==> config.mk <==
export PLATFORM = sky130hd
export DESIGN_NAME = effect_actuator
export DESIGN_NICKNAME = d
export VERILOG_FILES = /design/src/rtl/halloween_pkg.sv /design/src/rtl/effect_timer.sv /design/src/rtl/effect_actuator.sv
export SDC_FILE = /design/constraint.sdc
export NUM_CORES = 1
export LEC_CHECK = 0
export BUFFER_PORTS_ARGS = -buffer_cell sky130_fd_sc_hd__buf_2
export CAP_MARGIN = 20
export CORE_MARGIN = 2
export CORE_UTILIZATION = 40
export CTS_BUF_LIST = sky130_fd_sc_hd__clkbuf_4 sky130_fd_sc_hd__clkbuf_8
export DETAILED_ROUTE_END_ITERATION = 7
export HOLD_SLACK_MARGIN = 0.15
export PLACE_DENSITY = 0.61
export REMOVE_ABC_BUFFERS = 1
export SLEW_MARGIN = 20
export SYNTH_ARGS = -nofsm -noshare
export SYNTH_HDL_FRONTEND = slang
export SYNTH_HIERARCHICAL = 1
export SYNTH_SLANG_ARGS = --single-unit
export TNS_END_PERCENT = 1
==> constraint.sdc <==
create_clock -name clk -period 1.8 [get_ports clk]
set_input_delay 0.09 -clock clk [delete_from_list [all_inputs] [get_ports clk]]
set_output_delay 0.09 -clock clk [all_outputs]
set_load 0.05 [all_outputs]
==> src/rtl/halloween_pkg.sv <==
// Shared opcode map, drive codes and FSM state types for the decoration effect blocks.
package halloween_pkg;

  localparam int unsigned CMD_W = 16;

  localparam int unsigned OP_ON     = 0;
  localparam int unsigned OP_RESET  = 1;
  localparam int unsigned OP_GREEN  = 4;
  localparam int unsigned OP_PURPLE = 5;
  localparam int unsigned OP_ORANGE = 6;
  localparam int unsigned OP_SCREAM = 8;
  localparam int unsigned OP_CACKLE = 9;
  localparam int unsigned OP_BOO    = 10;
  localparam int unsigned OP_WAVE   = 12;
  localparam int unsigned OP_JAW    = 13;
  localparam int unsigned OP_FOG    = 14;

  // Opcodes 2, 3, 7, 11 and 15 are unassigned and treated as malformed.
  localparam logic [CMD_W-1:0] OP_RSVD_MASK = 16'h888C;

  localparam logic [1:0] COLOR_OFF    = 2'b00;
  localparam logic [1:0] COLOR_GREEN  = 2'b01;
  localparam logic [1:0] COLOR_PURPLE = 2'b10;
  localparam logic [1:0] COLOR_ORANGE = 2'b11;

  localparam logic [1:0] SND_SCREAM = 2'b00;
  localparam logic [1:0] SND_CACKLE = 2'b01;
  localparam logic [1:0] SND_BOO    = 2'b10;

  typedef enum logic {SND_IDLE, SND_PLAY} snd_state_t;
  typedef enum logic [1:0] {FOG_IDLE, FOG_ON, FOG_COOL} fog_state_t;

  function automatic int unsigned max2(input int unsigned a, input int unsigned b);
    return (a > b) ? a : b;
  endfunction

endpackage

==> src/rtl/effect_timer.sv <==
// Down-counting activity timer: active for exactly LEN cycles after a load; a load while
// active restarts the full LEN; clr cancels synchronously.
module effect_timer #(
  parameter int unsigned LEN = 4,
  parameter int unsigned W   = $clog2(LEN) + 1
) (
  input  logic clk,
  input  logic rst,
  input  logic i_clr,
  input  logic i_load,
  output logic o_active,
  output logic o_last
);

  logic [W-1:0] r_cnt;

  always_ff @(posedge clk or posedge rst) begin
    if (rst)                r_cnt <= '0;
    else if (i_clr)         r_cnt <= '0;
    else if (i_load)        r_cnt <= W'(LEN);
    else if (r_cnt != '0)   r_cnt <= r_cnt - W'(1);
  end

  assign o_active = (r_cnt != '0);
  assign o_last   = (r_cnt == W'(1));

endmodule

==> src/rtl/effect_actuator.sv <==
// Turns decoded one-hot sequencer commands into lamp, sound, movement and fog drive,
// with power/soft-reset handling and a saturating malformed-command counter.
module effect_actuator
  import halloween_pkg::*;
#(
  parameter int unsigned SOUND_LEN = 8,
  parameter int unsigned MOVE_LEN  = 4,
  parameter int unsigned FOG_LEN   = 6,
  parameter int unsigned COOL_LEN  = 10
) (
  input  logic             clk,
  input  logic             rst,
  input  logic             i_cmd_valid,
  input  logic [CMD_W-1:0] i_cmd_onehot,
  output logic             o_powered,
  output logic [1:0]       o_color,
  output logic             o_snd_active,
  output logic [1:0]       o_snd_sel,
  output logic             o_hands_active,
  output logic             o_jaw_active,
  output logic             o_fog_active,
  output logic             o_fog_cooldown,
  output logic             o_busy_drop,
  output logic [7:0]       o_err_count
);

  localparam int unsigned TMR_W =
    $clog2(max2(max2(SOUND_LEN, MOVE_LEN), max2(FOG_LEN, COOL_LEN))) + 1;

  snd_state_t r_snd_state, w_snd_state_nxt;
  fog_state_t r_fog_state, w_fog_state_nxt;

  logic w_well, w_malformed, w_act, w_on_acc, w_soft;
  logic w_color_cmd, w_snd_cmd, w_snd_acc, w_fog_cmd, w_fog_acc, w_busy;
  logic w_snd_last, w_fog_last, w_cool_load;
  logic w_unused_hands_last, w_unused_jaw_last, w_unused_cool_last;
  logic [1:0] w_color, w_sel;

  // Command classification; anything but a single assigned opcode is malformed.
  assign w_well      = i_cmd_valid && $onehot(i_cmd_onehot) &&
                       ((i_cmd_onehot & OP_RSVD_MASK) == '0);
  assign w_malformed = i_cmd_valid && !w_well;
  assign w_act       = w_well && o_powered;
  assign w_on_acc    = w_well && !o_powered && i_cmd_onehot[OP_ON];
  assign w_soft      = w_act && i_cmd_onehot[OP_RESET];

  assign w_color_cmd = w_act && (i_cmd_onehot[OP_GREEN] || i_cmd_onehot[OP_PURPLE] ||
                                 i_cmd_onehot[OP_ORANGE]);
  assign w_color     = i_cmd_onehot[OP_ORANGE] ? COLOR_ORANGE :
                       i_cmd_onehot[OP_PURPLE] ? COLOR_PURPLE : COLOR_GREEN;

  assign w_snd_cmd = w_act && (i_cmd_onehot[OP_SCREAM] || i_cmd_onehot[OP_CACKLE] ||
                               i_cmd_onehot[OP_BOO]);
  assign w_snd_acc = w_snd_cmd && (r_snd_state == SND_IDLE);
  assign w_sel     = i_cmd_onehot[OP_BOO]    ? SND_BOO :
                     i_cmd_onehot[OP_CACKLE] ? SND_CACKLE : SND_SCREAM;

  assign w_fog_cmd   = w_act && i_cmd_onehot[OP_FOG];
  assign w_fog_acc   = w_fog_cmd && (r_fog_state == FOG_IDLE);
  assign w_cool_load = (r_fog_state == FOG_ON) && w_fog_last;

  assign w_busy = (w_snd_cmd && (r_snd_state != SND_IDLE)) ||
                  (w_fog_cmd && (r_fog_state != FOG_IDLE));

  effect_timer #(.LEN(SOUND_LEN), .W(TMR_W)) u_snd_tmr (
    .clk(clk), .rst(rst), .i_clr(w_soft), .i_load(w_snd_acc),
    .o_active(o_snd_active), .o_last(w_snd_last));

  effect_timer #(.LEN(MOVE_LEN), .W(TMR_W)) u_hands_tmr (
    .clk(clk), .rst(rst), .i_clr(w_soft), .i_load(w_act && i_cmd_onehot[OP_WAVE]),
    .o_active(o_hands_active), .o_last(w_unused_hands_last));

  effect_timer #(.LEN(MOVE_LEN), .W(TMR_W)) u_jaw_tmr (
    .clk(clk), .rst(rst), .i_clr(w_soft), .i_load(w_act && i_cmd_onehot[OP_JAW]),
    .o_active(o_jaw_active), .o_last(w_unused_jaw_last));

  effect_timer #(.LEN(FOG_LEN), .W(TMR_W)) u_fog_tmr (
    .clk(clk), .rst(rst), .i_clr(w_soft), .i_load(w_fog_acc),
    .o_active(o_fog_active), .o_last(w_fog_last));

  // Cooldown starts on the edge fog drive ends, so the two never overlap or leave a gap.
  effect_timer #(.LEN(COOL_LEN), .W(TMR_W)) u_cool_tmr (
    .clk(clk), .rst(rst), .i_clr(w_soft), .i_load(w_cool_load),
    .o_active(o_fog_cooldown), .o_last(w_unused_cool_last));

  always_comb begin
    w_snd_state_nxt = r_snd_state;
    w_fog_state_nxt = r_fog_state;
    case (r_snd_state)
      SND_IDLE: if (w_snd_acc)  w_snd_state_nxt = SND_PLAY;
      SND_PLAY: if (w_snd_last) w_snd_state_nxt = SND_IDLE;
    endcase
    case (r_fog_state)
      FOG_IDLE: if (w_fog_acc)  w_fog_state_nxt = FOG_ON;
      FOG_ON:   if (w_fog_last) w_fog_state_nxt = FOG_COOL;
      FOG_COOL: if (!o_fog_cooldown || w_unused_cool_last) w_fog_state_nxt = FOG_IDLE;
      default:  w_fog_state_nxt = FOG_IDLE;
    endcase
    if (w_soft) begin
      w_snd_state_nxt = SND_IDLE;
      w_fog_state_nxt = FOG_IDLE;
    end
  end

  always_ff @(posedge clk or posedge rst) begin
    if (rst) begin
      r_snd_state <= SND_IDLE;
      r_fog_state <= FOG_IDLE;
      o_powered   <= 1'b0;
      o_color     <= COLOR_OFF;
      o_snd_sel   <= SND_SCREAM;
      o_busy_drop <= 1'b0;
      o_err_count <= 8'd0;
    end else begin
      r_snd_state <= w_snd_state_nxt;
      r_fog_state <= w_fog_state_nxt;
      o_busy_drop <= w_busy;
      if (w_malformed && (o_err_count != 8'hFF)) o_err_count <= o_err_count + 8'd1;
      if (w_soft) begin
        o_powered <= 1'b0;
        o_color   <= COLOR_OFF;
        o_snd_sel <= SND_SCREAM;
      end else begin
        if (w_on_acc)    o_powered <= 1'b1;
        if (w_color_cmd) o_color   <= w_color;
        if (w_snd_acc)   o_snd_sel <= w_sel;
      end
    end
  end

endmodule

==> impl_metrics.tcl, run 1 <==
set metrics [dict create \
    outcome "finished, violations left" \
    violations "negative setup slack" \
    synth_cells 278 \
    grt_max_degree 18 \
    place.gp.congestion 0.828 \
    skew_ns 0.0109 \
    cts_tree "yes" \
    clock_sinks 42 \
    cp_max_fo 3 \
    hpwlAfterDp_mm 4.58 \
    dpl_worst_slack_ns -2.70 \
    netlist_area_um2 2720 \
    drive_gt1_share_pct 37.9 \
    cp.arrival_ns 4.25 \
    core_area_um2 6680 \
    portBuffers 37 \
    grt_overflow_total 0 \
    yosysWarnings 6 \
    drtAntennaViolNets 0 \
    insertion_delay_ns 0.30 \
    drc_errors 0 \
    via_count 2197 \
    dr.pass1.iters 4 \
    fp.dieW_um 86.5 \
    startpoint_type "input pin" \
    nNetsFinal 398 \
    htreeDepth 2 \
    ir_worst_vdd_v 0.000766 \
    drv_cap 0 \
    area_growth_pct 30.8 \
    avgSynthCellArea_um2 9.80 \
    fin_setup_tns_ns -86.35 \
    slew_headroom_pct 53.9 \
    path_clk_slew_ns 0.09 \
    fp-row-count 30 \
    drt_iter0_markers 142 \
    dp.cells 422 \
    grt_usage_pct 17.0 \
    finalPower_mw 5.07 \
    diodes 0 \
    stdcell_area_um2 3560 \
    postRouteWirelength_mm 5.91 \
    post_dp_cell_area_um2 3210 \
    setup_violations 43 \
    hold_viol 0 \
    io_pins 38 \
    die_h_um 86.5 \
    p_per_area_nw_per_um2 1420 \
    cts-root-buf "clkbuf_8" \
    start_util_pct 40.8 \
    avgRoutedWirePerCell_um 13.5 \
    first_global_vias 2157 \
    hold_class "in2reg" \
    vias_per_cell 5.04 \
    fin_crit_sh_pct 226 \
    rsz0062_at_grt "true" \
    worst_pin_slew_ns 0.691 \
    p_leak_nw 1.73 \
    clk_path_buf_depth 2 \
    antenna_found_initial 0 \
    design.die.area_um2 7490 \
    drv_slew 0 \
    final_cells 436 \
    cp.required_ns 1.99 \
    crit_type "in2reg" \
    numCtsBuffers 5 \
    grt_pass1_wl_mm 9.95 \
    fin_ws_ns -2.26 \
    fin_crit_ns 4.06 \
    end_kind "register" \
    fmax_mhz 246 \
]
==> cells in the final DEF (no fill, tap or decap), drive strengths merged, types with 5 or more instances in the layout <==
cell    instances
buf            72
inv            47
dfrtp          42
nor2           28
a21oi          21
ha             14
nor3           11
fa             10
nand2          10
xor2            9
nand2b          6
clkbuf          6
nor4            6
o21ai           6
a211oi          5
nor4b           5
==> registers in the layout (all words and copies together), names as in the netlist <==
| name | cells |
|---|---|
| u_cool_tmr/r_cnt | 5 |
| o_powered | 1 |
| o_snd_sel | 2 |
| r_snd_state | 1 |
| o_busy_drop | 1 |
| u_snd_tmr/r_cnt | 5 |
| o_color | 2 |
| u_jaw_tmr/r_cnt | 5 |
| u_hands_tmr/r_cnt | 5 |
| u_fog_tmr/r_cnt | 5 |
| r_fog_state | 2 |
| o_err_count | 8 |
==> final cells by class <==
class,instances,area (µm²)
Clock buffer,6,82.6
Inverter,47,179
Tap cell,80,100
Timing Repair Buffer,76,542
Fill cell,605,3120
Clock inverter,2,12.5
Multi-Input combinational cell,183,1600
Sequential cell,42,1050
==> where the power goes <==
| part | internal, mW | switching (mW) | total (mW) | leakage (nW) |
|---|---|---|---|---|
| clock | 0.309 | 0.335 | 0.644 | 0.0472 |
| sequential | 1.27 | 0.340 | 1.61 | 0.534 |
| combinational | 1.27 | 1.54 | 2.81 | 1.15 |
| total | 2.85 | 2.22 | 5.07 | 1.73 |
==> timing repair <==
action / in CTS / in global routing
cloned: 0 / 0
setup buffers: 0 / 2
hold buffers: 4 / 0
endpoints found under the hold margin: 45 / 0
endpoints found under the setup margin: 46 / 47
pin swaps: 16 / 7
gates resized for setup: 36 / 23
==> metal layers <==
metal  vias to the layer above  part of all wire [%]  global-route usage [%]
met5                         -                     0                       0
met4                         0                   1.7                    5.68
met3                         7                   3.8                    3.43
met2                        44                    47                    27.8
met1                      1052                    47                    22.6
li1                       1094                     -                       -
==> per-stage QoR <==
stage | hold slack [ns] | util [%]
after global placement | 0.0785 | 48.1
after CTS | 0.185 | 51.6
after floorplan | -0.131 | -
after detailed placement | 0.0731 | 48.1
final | 0.187 | 53.3
after global routing | 0.210 | 53.3
==> worst paths after layout <==
kind | slack, ns | start | depth (start not counted) | to
setup / recovery | -2.26 | i_cmd_onehot[5] | 17 | o_err_count[1]
hold / removal | 0.19 | i_cmd_onehot[0] | 4 | o_powered
setup reg to reg | 0.10 | o_err_count[0] | 5 | o_err_count[1]
hold reg to reg | 0.50 | o_err_count[6] | 1 | o_err_count[6]
max in group asynchronous | 0.84 | rst | 3 | o_err_count[4]
min in group asynchronous | 0.30 | rst | 3 | u_hands_tmr/r_cnt[4]
==> critical path, cell delays in order <==
cell	delay, ns
buf_2	0.10
inv_2	0.05
fa_1	0.52
inv_1	0.05
fa_1	0.49
fa_1	0.51
inv_2	0.04
fa_1	0.49
inv_2	0.05
ha_4	0.16
fa_2	0.39
nand3b_1	0.22
or3_4	0.37
nor3_4	0.21
buf_4	0.16
nor2_2	0.04
mux2_4	0.31
(Power assumes the default switching activity.)
==> run 2: changes to the inputs <==
CORE_ASPECT_RATIO = 0.8   (was not set)
clock period = 3.5 ns   (was 1.8 ns; I/O delays follow)
==> impl_metrics.tcl, run 2 (synthesized netlist as in run 1, its figures left out) <==
set metrics [dict create \
    insertion_delay_ns 0.30 \
    place.gp.congestion 0.847 \
    power_frac_seq_pct 33.5 \
    whs_ns 0.170 \
    final_common_cell "inv_1" \
    crit_type "in2reg" \
    drc_errors 0 \
    p_sw_mw 1.08 \
    drv_slew 0 \
    regMostFlops "o_err_count" \
    cp.arrival_ns 4.34 \
    grt_usage_pct 16.6 \
    core_area_um2 6470 \
    fin_crit_ns 4.13 \
    crit_buf_inv 6 \
    p_int_mw 1.46 \
    fp-row-count 26 \
    clkPwrFrac_pct 18.2 \
    slowest_delay_ns 0.52 \
    start_util_pct 42.1 \
    final_cell_mix "44 x inv_1, 42 x dfrtp_1, 34 x buf_2, 26 x nor2_1, 20 x a21oi_1" \
    drive_gt1_share_pct 28.0 \
    fmax_mhz 242 \
    p_per_area_nw_per_um2 758 \
    nNetsFinal 381 \
    fin_crit_sh_pct 118 \
    path_clk_slew_ns 0.08 \
    end_kind "register" \
    hold_viol 0 \
    postRouteWirelength_mm 5.65 \
    finalPower_mw 2.54 \
    cts-root-buf "clkbuf_8" \
    via_count 2096 \
    cp_max_fo 5 \
    rsz0062_at_grt "true" \
    htreeDepth 2 \
    cp.required_ns 3.71 \
    dpl_worst_slack_ns -1.05 \
    drtAntennaViolNets 0 \
    area_growth_pct 22.9 \
    grt_pass1_wl_mm 9.73 \
    clock_sinks 42 \
    violations "negative setup slack" \
    die_h_um 77.8 \
    worstPathCellList "buf_6, fa_1, inv_1, fa_1, inv_1, fa_1, inv_1, fa_1, inv_1, ha_2, fa_2, nand3b_1, or4_4, nor4b_4, buf_4, nor3b_1, a211oi_1" \
    diodes 0 \
    first_global_vias 2091 \
    hold_class "in2reg" \
    grt_overflow_total 0 \
    fin_setup_tns_ns -19.16 \
    vias_per_cell 4.96 \
    slew_headroom_pct 52.0 \
    register_area_um2 1050 \
    avgRoutedWirePerCell_um 13.4 \
    design.die.area_um2 7490 \
    largest_register_ffs 8 \
    drt_iter0_markers 56 \
    numCtsBuffers 5 \
    worst_pin_slew_ns 0.719 \
    drv_cap 0 \
    dr.pass1.iters 4 \
    switching_share_pct 42.4 \
    portBuffers 37 \
    io_pins 38 \
    critPathTopFamily "adder cells" \
    post_cts_buffers 0 \
    n_fill_cell 611 \
    cts_tree "yes" \
    p_comb_share_pct 48.3 \
    clk_path_buf_depth 2 \
    multi_input_area_um2 1480 \
    r2r_slack_ns 1.68 \
    hpwlAfterDp_mm 4.47 \
    startpoint_type "input pin" \
    fin_ws_ns -0.633 \
    ir_worst_vdd_v 0.000440 \
    skew_ns 0.00946 \
    slowest_stage "fa_1" \
    setup_violations 42 \
    antenna_found_initial 0 \
    p_leak_nw 1.65 \
    outcome "finished, violations left" \
    grt_max_degree 18 \
    fp.dieW_um 96.3 \
]
-- run 2: cell types whose count changed in the layout (fill, tap and decap cells not counted), moves of 3 or more --
cell / delta
dlygate4sd3_1: -3
inv_1: +5
buf_6: -6
ha_4: -4
buf_4: -11
inv_2: -4
a21oi_1: +4
a21oi_2: -4
ha_1: +3
-- run 2: final timing paths --
path                                      end  depth (start not counted)                start
max                        u_fog_tmr/r_cnt[1]                         17     i_cmd_onehot[11]
min                              o_snd_sel[0]                          3      i_cmd_onehot[9]
max reg2reg                    r_fog_state[1]                          6  u_cool_tmr/r_cnt[0]
min reg2reg                    o_err_count[7]                          1       o_err_count[7]
max in group asynchronous      r_fog_state[1]                          3                  rst
min in group asynchronous  u_jaw_tmr/r_cnt[4]                          3                  rst
-- run 2: layout make-up --
class / instances / share of cell area [%]
multi-input cells: 183 / 44.2
flip-flops and latches: 42 / 31.4
repair buffers: 59 / 11.8
inverters: 47 / 5.27
well taps: 84 / 3.14
clock buffers: 5 / 2.06
clock inverters: 3 / 2.06
-- run 2: routing by layer --
layer | up-vias | wire (µm) | GRT usage, %
met5 | - | 0 | 0
met4 | 0 | 55 | 4.14
met3 | 7 | 199 | 3.69
met2 | 27 | 2560 | 25.5
met1 | 1010 | 2830 | 23.5
li1 | 1052 | - | -
-- run 2: worst reg2reg max path: cells and delay by family (launching register included) --
| family | cells | cell delay [ns] |
|---|---|---|
| buffers and inverters | 1 | 0.08 |
| AOI/OAI and AO/OA | 1 | 0.15 |
| DFF | 1 | 0.44 |
| adders and majority gates | 1 | 0.19 |
| and+or+nand+nor | 3 | 0.86 |
-- run 2: repair_timing --
item / in CTS / in global routing
hold endpoints to repair: 42 / 0
pin swaps: 2 / 1
hold buffers: 1 / 0
endpoints found under the setup margin: 42 / 42
gates resized for setup: 12 / 3
-- run 2: through the flow --
stage	utilization, %	instance area, µm²	instances
final	51.7	3350	423
after global routing	51.7	3350	423
after CTS	51.4	3330	423
after detailed placement	48.7	3150	414
after global placement	48.7	3150	414
after floorplan	-	2680	272
-- run 2: power by group through the flow --
stage	logic, mW	registers [mW]	clock network, mW
2_1_floorplan	0.824	0.958	0
3_3_place_gp	1.19	0.851	0
3_5_place_dp	1.22	0.856	0
4_1_cts	1.24	0.846	0.474
5_1_grt	1.38	0.883	0.495
6_report	1.23	0.850	0.461
